**src/rtl/audio_pkg.sv**
```systemverilog
// rtl/audio_pkg.sv - shared constants for the tone serializer
// Frame counter width, which counter bits become the audio clocks, the slot and
// frame boundary counts, and the silent sample value.
package audio_pkg;
  localparam int          FRAME_CNT_W = 9;
  localparam int          SCK_BIT     = 3;
  localparam int          MCLK_BIT    = 1;
  localparam int          LRCK_BIT    = 8;
  localparam logic [8:0]  SLOT_END    = 9'd255;
  localparam logic [8:0]  FRAME_END   = 9'd511;
  localparam logic [15:0] SILENCE     = 16'h0000;
endpackage

```
**src/rtl/audio_tone_serializer_if.sv**
```systemverilog
// rtl/audio_tone_serializer_if.sv - control inputs and DAC pins of the tone serializer
// Ports (signals):
//   note_div, volume_max, volume_min, mute : tone control, driven by master
//   audio_mclk, audio_lrck, audio_sck      : DAC clocks, driven by slave
//   audio_sdin, sample_strobe              : serial data and frame-start pulse
// master = control/board side, slave = the serializer.
interface audio_tone_serializer_if #(
  parameter int SAMPLE_W = 16,
  parameter int DIV_W    = 22
);
  import audio_pkg::*;

  logic [DIV_W-1:0]    note_div;
  logic [SAMPLE_W-1:0] volume_max;
  logic [SAMPLE_W-1:0] volume_min;
  logic                mute;
  logic                audio_mclk;
  logic                audio_lrck;
  logic                audio_sck;
  logic                audio_sdin;
  logic                sample_strobe;

  modport master (
    output note_div, volume_max, volume_min, mute,
    input  audio_mclk, audio_lrck, audio_sck, audio_sdin, sample_strobe
  );

  modport slave (
    input  note_div, volume_max, volume_min, mute,
    output audio_mclk, audio_lrck, audio_sck, audio_sdin, sample_strobe
  );
endinterface

```
**src/rtl/audio_tone_serializer_tone_gen.sv**
```systemverilog
// rtl/audio_tone_serializer_tone_gen.sv - square-wave phase generator
// Ports:
//   clk, rst   : system clock, async active-high reset
//   note_div   : half-period in clk cycles, 0 holds the generator idle at level 0
//   tone_level : current square-wave phase (1 = high phase)
module tone_gen #(
  parameter int DIV_W = 22
) (
  input  logic             clk,
  input  logic             rst,
  input  logic [DIV_W-1:0] note_div,
  output logic             tone_level
);
  import audio_pkg::*;

  logic [DIV_W-1:0] tone_cnt_q, tone_cnt_d;
  logic             tone_level_q, tone_level_d;

  always_comb begin
    tone_cnt_d   = tone_cnt_q + 1'b1;
    tone_level_d = tone_level_q;
    if (note_div == '0) begin
      tone_cnt_d   = '0;
      tone_level_d = 1'b0;
    end else if (tone_cnt_q >= note_div - 1'b1) begin
      // >= so that shrinking note_div below the running count toggles at once
      tone_cnt_d   = '0;
      tone_level_d = ~tone_level_q;
    end
  end

  always_ff @(posedge clk or posedge rst) begin
    if (rst) begin
      tone_cnt_q   <= '0;
      tone_level_q <= 1'b0;
    end else begin
      tone_cnt_q   <= tone_cnt_d;
      tone_level_q <= tone_level_d;
    end
  end

  assign tone_level = tone_level_q;
endmodule

```
**src/rtl/audio_tone_serializer.sv**
```systemverilog
// rtl/audio_tone_serializer.sv - square-wave tone to left-justified stereo DAC stream
// Ports:
//   clk, rst : 100 MHz system clock, async active-high reset
//   bus      : slave side of audio_tone_serializer_if (tone controls in,
//              mclk/lrck/sck/sdin/sample_strobe out)
// A free-running 9-bit counter defines a 512-clk frame; the clocks are taken
// straight from its bits. The sample is chosen once per frame and sent MSB
// first in both slots.
module audio_tone_serializer #(
  parameter int SAMPLE_W = 16,
  parameter int DIV_W    = 22
) (
  input  logic                    clk,
  input  logic                    rst,
  audio_tone_serializer_if.slave  bus
);
  import audio_pkg::*;

  logic [FRAME_CNT_W-1:0] cnt_q, cnt_d;
  logic [SAMPLE_W-1:0]    frame_sample_q, frame_sample_d;
  logic [SAMPLE_W-1:0]    shift_q, shift_d;
  logic                   sdin_q, sdin_d;
  logic [SAMPLE_W-1:0]    next_sample;
  logic                   tone_level;

  tone_gen #(.DIV_W(DIV_W)) u_tone (
    .clk        (clk),
    .rst        (rst),
    .note_div   (bus.note_div),
    .tone_level (tone_level)
  );

  always_comb begin
    cnt_d          = cnt_q + 1'b1;
    frame_sample_d = frame_sample_q;
    shift_d        = shift_q;
    sdin_d         = sdin_q;
    next_sample    = (bus.mute || bus.note_div == '0) ? SAMPLE_W'(SILENCE)
                   : (tone_level ? bus.volume_max : bus.volume_min);
    if (cnt_q == FRAME_END) begin
      // inputs are only looked at here, so a frame never changes mid-flight
      frame_sample_d = next_sample;
      shift_d        = next_sample;
      sdin_d         = next_sample[SAMPLE_W-1];
    end else if (cnt_q == SLOT_END) begin
      // right slot repeats the same word
      shift_d = frame_sample_q;
      sdin_d  = frame_sample_q[SAMPLE_W-1];
    end else if (cnt_q[SCK_BIT:0] == '1) begin
      // last clk of an sck period: next bit appears as sck falls
      shift_d = shift_q << 1;
      sdin_d  = shift_q[SAMPLE_W-2];
    end
  end

  always_ff @(posedge clk or posedge rst) begin
    if (rst) begin
      cnt_q          <= '0;
      frame_sample_q <= '0;
      shift_q        <= '0;
      sdin_q         <= 1'b0;
    end else begin
      cnt_q          <= cnt_d;
      frame_sample_q <= frame_sample_d;
      shift_q        <= shift_d;
      sdin_q         <= sdin_d;
    end
  end

  assign bus.audio_mclk    = cnt_q[MCLK_BIT];
  assign bus.audio_sck     = cnt_q[SCK_BIT];
  assign bus.audio_lrck    = cnt_q[LRCK_BIT];
  assign bus.audio_sdin    = sdin_q;
  // gated by rst so the pulse stays low while the counter is held at 0
  assign bus.sample_strobe = (cnt_q == '0) && !rst;
endmodule

```
**src/flat_wrapper.sv**
```systemverilog
// flat-port wrapper written by rule: the top's interface ports become plain ports
module audio_tone_serializer_flat import audio_pkg::*;
#(
  parameter int SAMPLE_W = 16,
  parameter int DIV_W    = 22
)
  (clk, rst, bus_note_div, bus_volume_max, bus_volume_min, bus_mute, bus_audio_mclk, bus_audio_lrck, bus_audio_sck, bus_audio_sdin, bus_sample_strobe);
  audio_tone_serializer_if #(.SAMPLE_W(SAMPLE_W), .DIV_W(DIV_W)) bus_i ();
  input  logic clk;
  input  logic rst;
  input wire logic [$bits(bus_i.note_div)-1:0] bus_note_div;
  input wire logic [$bits(bus_i.volume_max)-1:0] bus_volume_max;
  input wire logic [$bits(bus_i.volume_min)-1:0] bus_volume_min;
  input wire logic [$bits(bus_i.mute)-1:0] bus_mute;
  output wire logic [$bits(bus_i.audio_mclk)-1:0] bus_audio_mclk;
  output wire logic [$bits(bus_i.audio_lrck)-1:0] bus_audio_lrck;
  output wire logic [$bits(bus_i.audio_sck)-1:0] bus_audio_sck;
  output wire logic [$bits(bus_i.audio_sdin)-1:0] bus_audio_sdin;
  output wire logic [$bits(bus_i.sample_strobe)-1:0] bus_sample_strobe;
  assign bus_i.note_div = bus_note_div;
  assign bus_i.volume_max = bus_volume_max;
  assign bus_i.volume_min = bus_volume_min;
  assign bus_i.mute = bus_mute;
  assign bus_audio_mclk = bus_i.audio_mclk;
  assign bus_audio_lrck = bus_i.audio_lrck;
  assign bus_audio_sck = bus_i.audio_sck;
  assign bus_audio_sdin = bus_i.audio_sdin;
  assign bus_sample_strobe = bus_i.sample_strobe;
  audio_tone_serializer #(.SAMPLE_W(SAMPLE_W), .DIV_W(DIV_W)) u_core (.clk(clk), .rst(rst), .bus(bus_i));
endmodule
```
**config.mk**
```make
export PLATFORM = sky130hd
export DESIGN_NAME = audio_tone_serializer_flat
export DESIGN_NICKNAME = d
export VERILOG_FILES = /design/src/rtl/audio_pkg.sv /design/src/rtl/audio_tone_serializer_if.sv /design/src/rtl/audio_tone_serializer_tone_gen.sv /design/src/rtl/audio_tone_serializer.sv /design/src/flat_wrapper.sv
export SDC_FILE = /design/constraint.sdc
export NUM_CORES = 1
export LEC_CHECK = 0
export ABC_CLOCK_PERIOD_IN_PS = 4650
export CAP_MARGIN = 20
export CORE_MARGIN = 2
export CORE_UTILIZATION = 48
export CTS_CLUSTER_DIAMETER = 40
export DETAILED_ROUTE_END_ITERATION = 7
export GPL_ROUTABILITY_DRIVEN = 0
export PLACE_DENSITY = 0.81
export SYNTH_ARGS = -nofsm -noshare
export SYNTH_HDL_FRONTEND = slang
export SYNTH_SLANG_ARGS = --single-unit
export TNS_END_PERCENT = 100
```
**constraint.sdc**
```tcl
create_clock -name clk -period 4.65 [get_ports clk]
set_clock_uncertainty 0.05 [all_clocks]
set_input_delay 0.93 -clock clk [delete_from_list [all_inputs] [get_ports clk]]
set_output_delay 0.93 -clock clk [all_outputs]
set_load 0.1 [all_outputs]
```
[Word-level counts from Yosys, hierarchy flattened]
Cells that the tools add are included.
Storage, ports and cells
  register bits after elaboration: 64
  word-level logic and storage cells: 33
  bits in writable memories: 0
  output and inout port bits: 5
  input port bits: 57
  bits in read-only memories: 0
  bits in latches: 0
  memories kept: 0
Cells by class
  $mul: 0
  bitwise logic cells: 1
  eq/ne operators: 3
  magnitude comparators: 1
  multiplexer cells: 12
  divide/modulo/power cells: 0
  shifts and indexed selects: 0
  add/sub/neg operators: 3
  reduce and logical (&&, ||, !) cells: 7
Operator list (count)
  15-bit two-way mux: 3
  22-bit two-way mux: 2
  16-bit two-way mux: 2
  22-bit by 1-bit adder with 22-bit output, second input constant: 1
  22-bit greater-or-equal comparator: 1
  22-bit zero test: 1
  22-bit by 1-bit subtractor with 22-bit output, second input constant: 1
  9-bit by 1-bit adder with 9-bit output, second input constant: 1
  9-bit by 8-bit == test with 1-bit output, second input constant: 1
  9-bit == test, second input constant: 1
  9-bit zero test: 1
  1-bit two-way mux: 5
  4-bit == test, second input constant: 1
  3-bit nonzero test: 1
  2-bit nonzero test: 1
  1-bit logical AND: 1
  1-bit zero test: 1
  1-bit logical OR: 1
  1-bit NOT: 1

[Logic depth before layout (Yosys ltp)]
  depth in word-level cells: 4
  mapped depth: 14
  gate-level depth less buffers: 13

[Cells and area by module]
A second synthesis with hierarchy kept.
Unflattened totals
  cells, all modules: 459
  area total of the unflattened synthesis: 4215.3 um^2
By module, submodules not included
  audio_tone_serializer: seq. area each 1026.0 um^2, cells an instance 239, times used 1, area each 2259.7 um^2
  tone_gen: seq. area each 575.6 um^2, cells an instance 220, times used 1, area each 1955.6 um^2

[Worst setup path after synthesis]
Ideal clock, no wire load.
  path type: reg-to-output
  start point: reg u_core.cnt_q[3]
  end point: out bus_sample_strobe
  arrival time: 4.170 ns
  buffers on the path: 0
  slack: -0.500 ns
  data required time: 3.670 ns
  cell stages (with the launch flop): 3
  cells stage by stage: dfrtp_1 -> or4_1 -> nor4_1
Between the ends
  word-level cells in the longest chain between the ends: 2
RTL lines
  from (decl): line audio_tone_serializer.sv:19  | logic [FRAME_CNT_W-1:0] cnt_q, cnt_d;
  from (signal assigned): line audio_tone_serializer.sv:63  | cnt_q <= cnt_d;
  9-bit zero test: line audio_tone_serializer.sv:75  | assign bus.sample_strobe = (cnt_q == '0) && !rst;
  1-bit logical AND: line audio_tone_serializer.sv:75
  to (decl): line flat_wrapper.sv:19  | output wire logic [$bits(bus_i.sample_strobe)-1:0] bus_sample_strobe;
No other way between the ends.

[Worst setup path in the final report]
  start point: in bus_note_div[7]
  end point: reg u_core.u_tone.tone_cnt_q[20]
Between the ends
  word-level cells in the longest chain between the ends: 4
  elaborated cells between the ends (all ways): 5
  those cells by class: add/sub: 1; order compare: 1; mux: 2; reduce/logical: 1
RTL lines
  from (decl): line flat_wrapper.sv:11  | input wire logic [$bits(bus_i.note_div)-1:0] bus_note_div;
  22-bit by 1-bit subtractor with 22-bit output: line audio_tone_serializer_tone_gen.sv:25  | end else if (tone_cnt_q >= note_div - 1'b1) begin
  22-bit greater-or-equal comparator: line audio_tone_serializer_tone_gen.sv:25
  22-bit two-way mux: line audio_tone_serializer_tone_gen.sv:25
  22-bit two-way mux *: line audio_tone_serializer_tone_gen.sv:22  | if (note_div == '0) begin
  named net u_core.u_tone.tone_cnt_d[20]: line audio_tone_serializer_tone_gen.sv:16  | logic [DIV_W-1:0] tone_cnt_q, tone_cnt_d;
  to (signal assigned): line audio_tone_serializer_tone_gen.sv:37  | tone_cnt_q <= tone_cnt_d;
  to (decl): line audio_tone_serializer_tone_gen.sv:16
Mark *: on every way through the listed nets, which the timed path passes. The rest lies on a longest branch.
A chain may end at the register's enable or synchronous reset.

==> results.md <==
* Status: finished clean
* Vias in the first global route at 3128
* Seq/Total Area, Yosys at approximately two fifths
* Type of the worst min-delay path: reg -> reg
* Ports at 62
* Main combinational cell family by area after synthesis: simple AND/OR/NAND/NOR gates
* Startpoint Class: primary input
* Setup_tns at 0 ns
* CTS Buf Count at 9
* Max incr delay on CP at 0.57 ns
* Type of the worst setup path: in -> reg
* Delay-heaviest family, CP: simple AND/OR/NAND/NOR gates
* H-tree depth at 3
* Core area at 8090 um^2
* Row cnt at 33
* Clock Tree Root: clkbuf_8
* Adder-cell share of the synthesized area at 8.83%
* Die width at 94.9 um
* Routed WL at ~8000 um
* Max Cap Violations at 0
* Final Cycle Share at 90.7%
* LEAKAGE at 2.08 nW
* Worst-path clk slew at 0.07 ns
* Vias at around 3200
* Iteration-0 DRC Markers at roughly 110
* Number of cells in the finished layout apart from fillers at around 600
* GR Overflow Total at 0
* Post-DP HPWL at 6040 um
* WL/cell at 13.6 um
* Mean Syn Cell Area at 9.40 um^2
* Final nets at about 570
* Dpl cells at 579
* Post-CTS Setup Bufs at 0
* Maximum VDD drop at 0.134 mV
* Reg area at roughly 1600 um^2
* Worst setup margin at 0.432 ns
* Critical path data required time at roughly 4.9 ns
* Compound-Gate Fraction of Synth Area at 9.97%
* # DRC at 0
* Critical-path top delay cell: or4_4
* Post-CTS sizing at 0
* Vias per Instance at 5.35
* Max Clk Rate at 237 MHz
* Post-synthesis xor/xnor area fraction at approximately a tenth
* Hold Crit Endpoint: u_core.cnt_q[0]$_DFF_PP0_
* Synth warn at 0
* Reg-to-Reg Start: u_core.cnt_q[1]$_DFF_PP0_
* Distinct cell type count after synthesis at 40
* Die area at 9010 um^2
* TritonRoute pass-1 iters at 4
* HP Start: u_core.cnt_q[0]$_DFF_PP0_
* CP startpoint: bus_note_div[7]
* Buf+Inv Stages, Crit Path at 2
* Post-CTS Hold Buffers at 0
* Post-Syn Nets at between 500 and 600
* Max Slew Vio Count at 0
* Global-route wire length before repair at 13600 um
* Pin count of the biggest net entering global routing at 43
* Area grow syn2layout at 22.9%
* Critical path depth in cells at 14
* CP most frequent cell: a21oi_1
* Simple-gate share of the synthesized area at 18.1%
* FF-to-FF path depth at 9
* Layout filler cell count at 710
* RR Endpoint: u_core.shift_q[9]$_DFFE_PP0P_
* R2R setup slack at 1.58 ns
* Longest Clk Path Bufs at 2
* Critical path arrival at about 4.4 ns
* CP endpoint kind: flip-flop
* Final period demand of the worst path at 4.22 ns
* Clock Latency Late Sink at 0.34 ns
* Crit path cell chain: clkdlybuf4s50_1, or4_4, or2_2, or3_1, nor4_2, xnor2_1, ha_1, a21oi_1, o21ai_0, a21oi_1, o21a_1, nand3b_1, buf_12, nor2_1
* Worst Tran Pin Value at 0.968 ns
* Yosys reg bits at 64
* ANT cells at 0
* Mapped Area at between 3000 and 4000 um^2
* Post-Synthesis Cells at 422
* Final setup fails at 0
* Mux cell area share after synthesis at approximately 8.3%
* Die height at 94.9 um
* Fin. Hold Viols at 0
* CTS tree: yes
* P per Cell Area at between 200 and 250 nW/um^2
* CP max FO at 22
* Antenna violations before repair at 0
* Share of cells above drive strength 1 at under 10%
* Gr usage total at 19.4%
* Normalized max-slew margin at 35.3%
* DRT antenna net count at 0
* Clk sinks at 64
* Area of the multi-input gates at about 2200 um^2
* Initial core utilization at 49.0%
* Worst Hold Path Cells at 1
* RSZ-0062 raised after global routing: no
* Port bufs at 61
* Post-place setup slack at between 0.06 and 0.07 ns
## layout by cell type (no fill, tap or decap), types with 3 or more instances in the layout
cell type / instances
and4_1: 4
xor2_1: 20
clkbuf_8: 10
buf_4: 6
mux2i_1: 16
nand3_1: 8
xnor2_1: 26
clkdlybuf4s50_1: 60
a21oi_1: 28
nand2_1: 36
clkinv_2: 4
or4_1: 3
and3_1: 6
ha_1: 28
dfrtp_1: 64
mux2_2: 15
nor2_1: 52
nor4_1: 3
inv_1: 25
nand4_1: 9
o21a_1: 16
o21ai_0: 16
nor3_1: 8
or3_1: 3
## per-stage QoR
stage / total power, mW / hold slack (ns) / area [um^2] / util (%)
after global placement: 0.760 / 0.403 / 4700 / 58.1
final: 1.17 / 0.431 / 4870 / 60.2
after CTS: 1.18 / 0.431 / 4860 / 60.1
after detailed placement: 0.769 / 0.409 / 4700 / 58.1
after global routing: 1.23 / 0.472 / 4870 / 60.2
after floorplan: 0.685 / 0.379 / 3970 / -
## cell families after synthesis
family                   Yosys count
flip-flops                        64
adder cells (fa/ha/maj)           28
AO/OA/AOI/OAI                     68
buffers and inverters             41
XOR/XNOR                          46
AND/OR/NAND/NOR                  144
multiplexers                      31
## worst max path at each step
stage / endpoint / slack, ns
6_report: u_core.u_tone.tone_cnt_q[20]$_DFF_PP0_ / 0.43
5_1_grt: u_core.u_tone.tone_cnt_q[5]$_DFF_PP0_ / 0.17
4_1_cts: u_core.u_tone.tone_cnt_q[20]$_DFF_PP0_ / 0.43
3_5_place_dp: u_core.u_tone.tone_cnt_q[20]$_DFF_PP0_ / 0.07
3_3_place_gp: u_core.u_tone.tone_cnt_q[2]$_DFF_PP0_ / 0.17
2_1_floorplan: bus_sample_strobe / 0.64
## worst reg2reg max path, delay by kind of cell, from the launching register on
kind / cells / cell delay, ns
buf+inv: 1 / 0.32
flops: 1 / 0.40
fa+ha+maj: 2 / 0.60
compound gates: 2 / 0.32
simple gates: 4 / 1.27
## routing by layer
| layer | track usage, % | up-vias | share of wire (%) |
|---|---|---|---|
| li1 | - | 1583 | - |
| met5 | 0 | - | 0 |
| met4 | 4.35 | 0 | 1.0 |
| met3 | 5.67 | 9 | 4.3 |
| met2 | 34.3 | 59 | 51 |
| met1 | 23.4 | 1537 | 44 |
## synth_stat cells, drive strengths merged
library cell	count	area share, %
nand3b	1	0.19
and3	6	0.95
nor2	52	4.9
inv	26	2.5
mux2i	16	4.0
or3	3	0.47
o21ai	18	2.3
or4	5	1.1
buf	4	0.76
o221a	1	0.28
o21a	16	3.0
nand4	9	1.4
and4	4	0.88
nand3	8	1.0
a31oi	1	0.16
dfrtp	64	40
a21o	1	0.19
xor2	20	4.4
nand2b	1	0.16
or2	1	0.16
a21oi	28	3.5
ha	28	8.8
nor3	8	1.0
nor3b	2	0.50
clkbuf	11	1.0
mux2	15	4.3
nand2	36	3.4
nor4	6	1.5
xnor2	26	5.7
or4b	1	0.25
o22ai	2	0.32
and2	1	0.16
o21bai	1	0.19
## power breakdown
| group | switching [mW] | internal (mW) |
|---|---|---|
| clock network | 0.205 | 0.204 |
| logic | 0.0660 | 0.0933 |
| registers | 0.0256 | 0.572 |
## sequential cells by signal, indices dropped and copies added (netlist names)
signal,cells
u_core.shift_q,15
u_core.u_tone.tone_level,1
u_core.bus.audio_sdin,1
u_core.u_tone.tone_cnt_q,22
u_core.cnt_q,9
u_core.frame_sample_q,16
## final cells by class
cell class	instances	area share, %
clock buffers	12	2.98
well taps	105	2.70
clock inverters	4	0.411
flip-flops and latches	64	32.9
repair buffers	68	13.9
multi-input cells	317	45.2
inverters	26	2.00
Power figures use the tool's default switching activity.
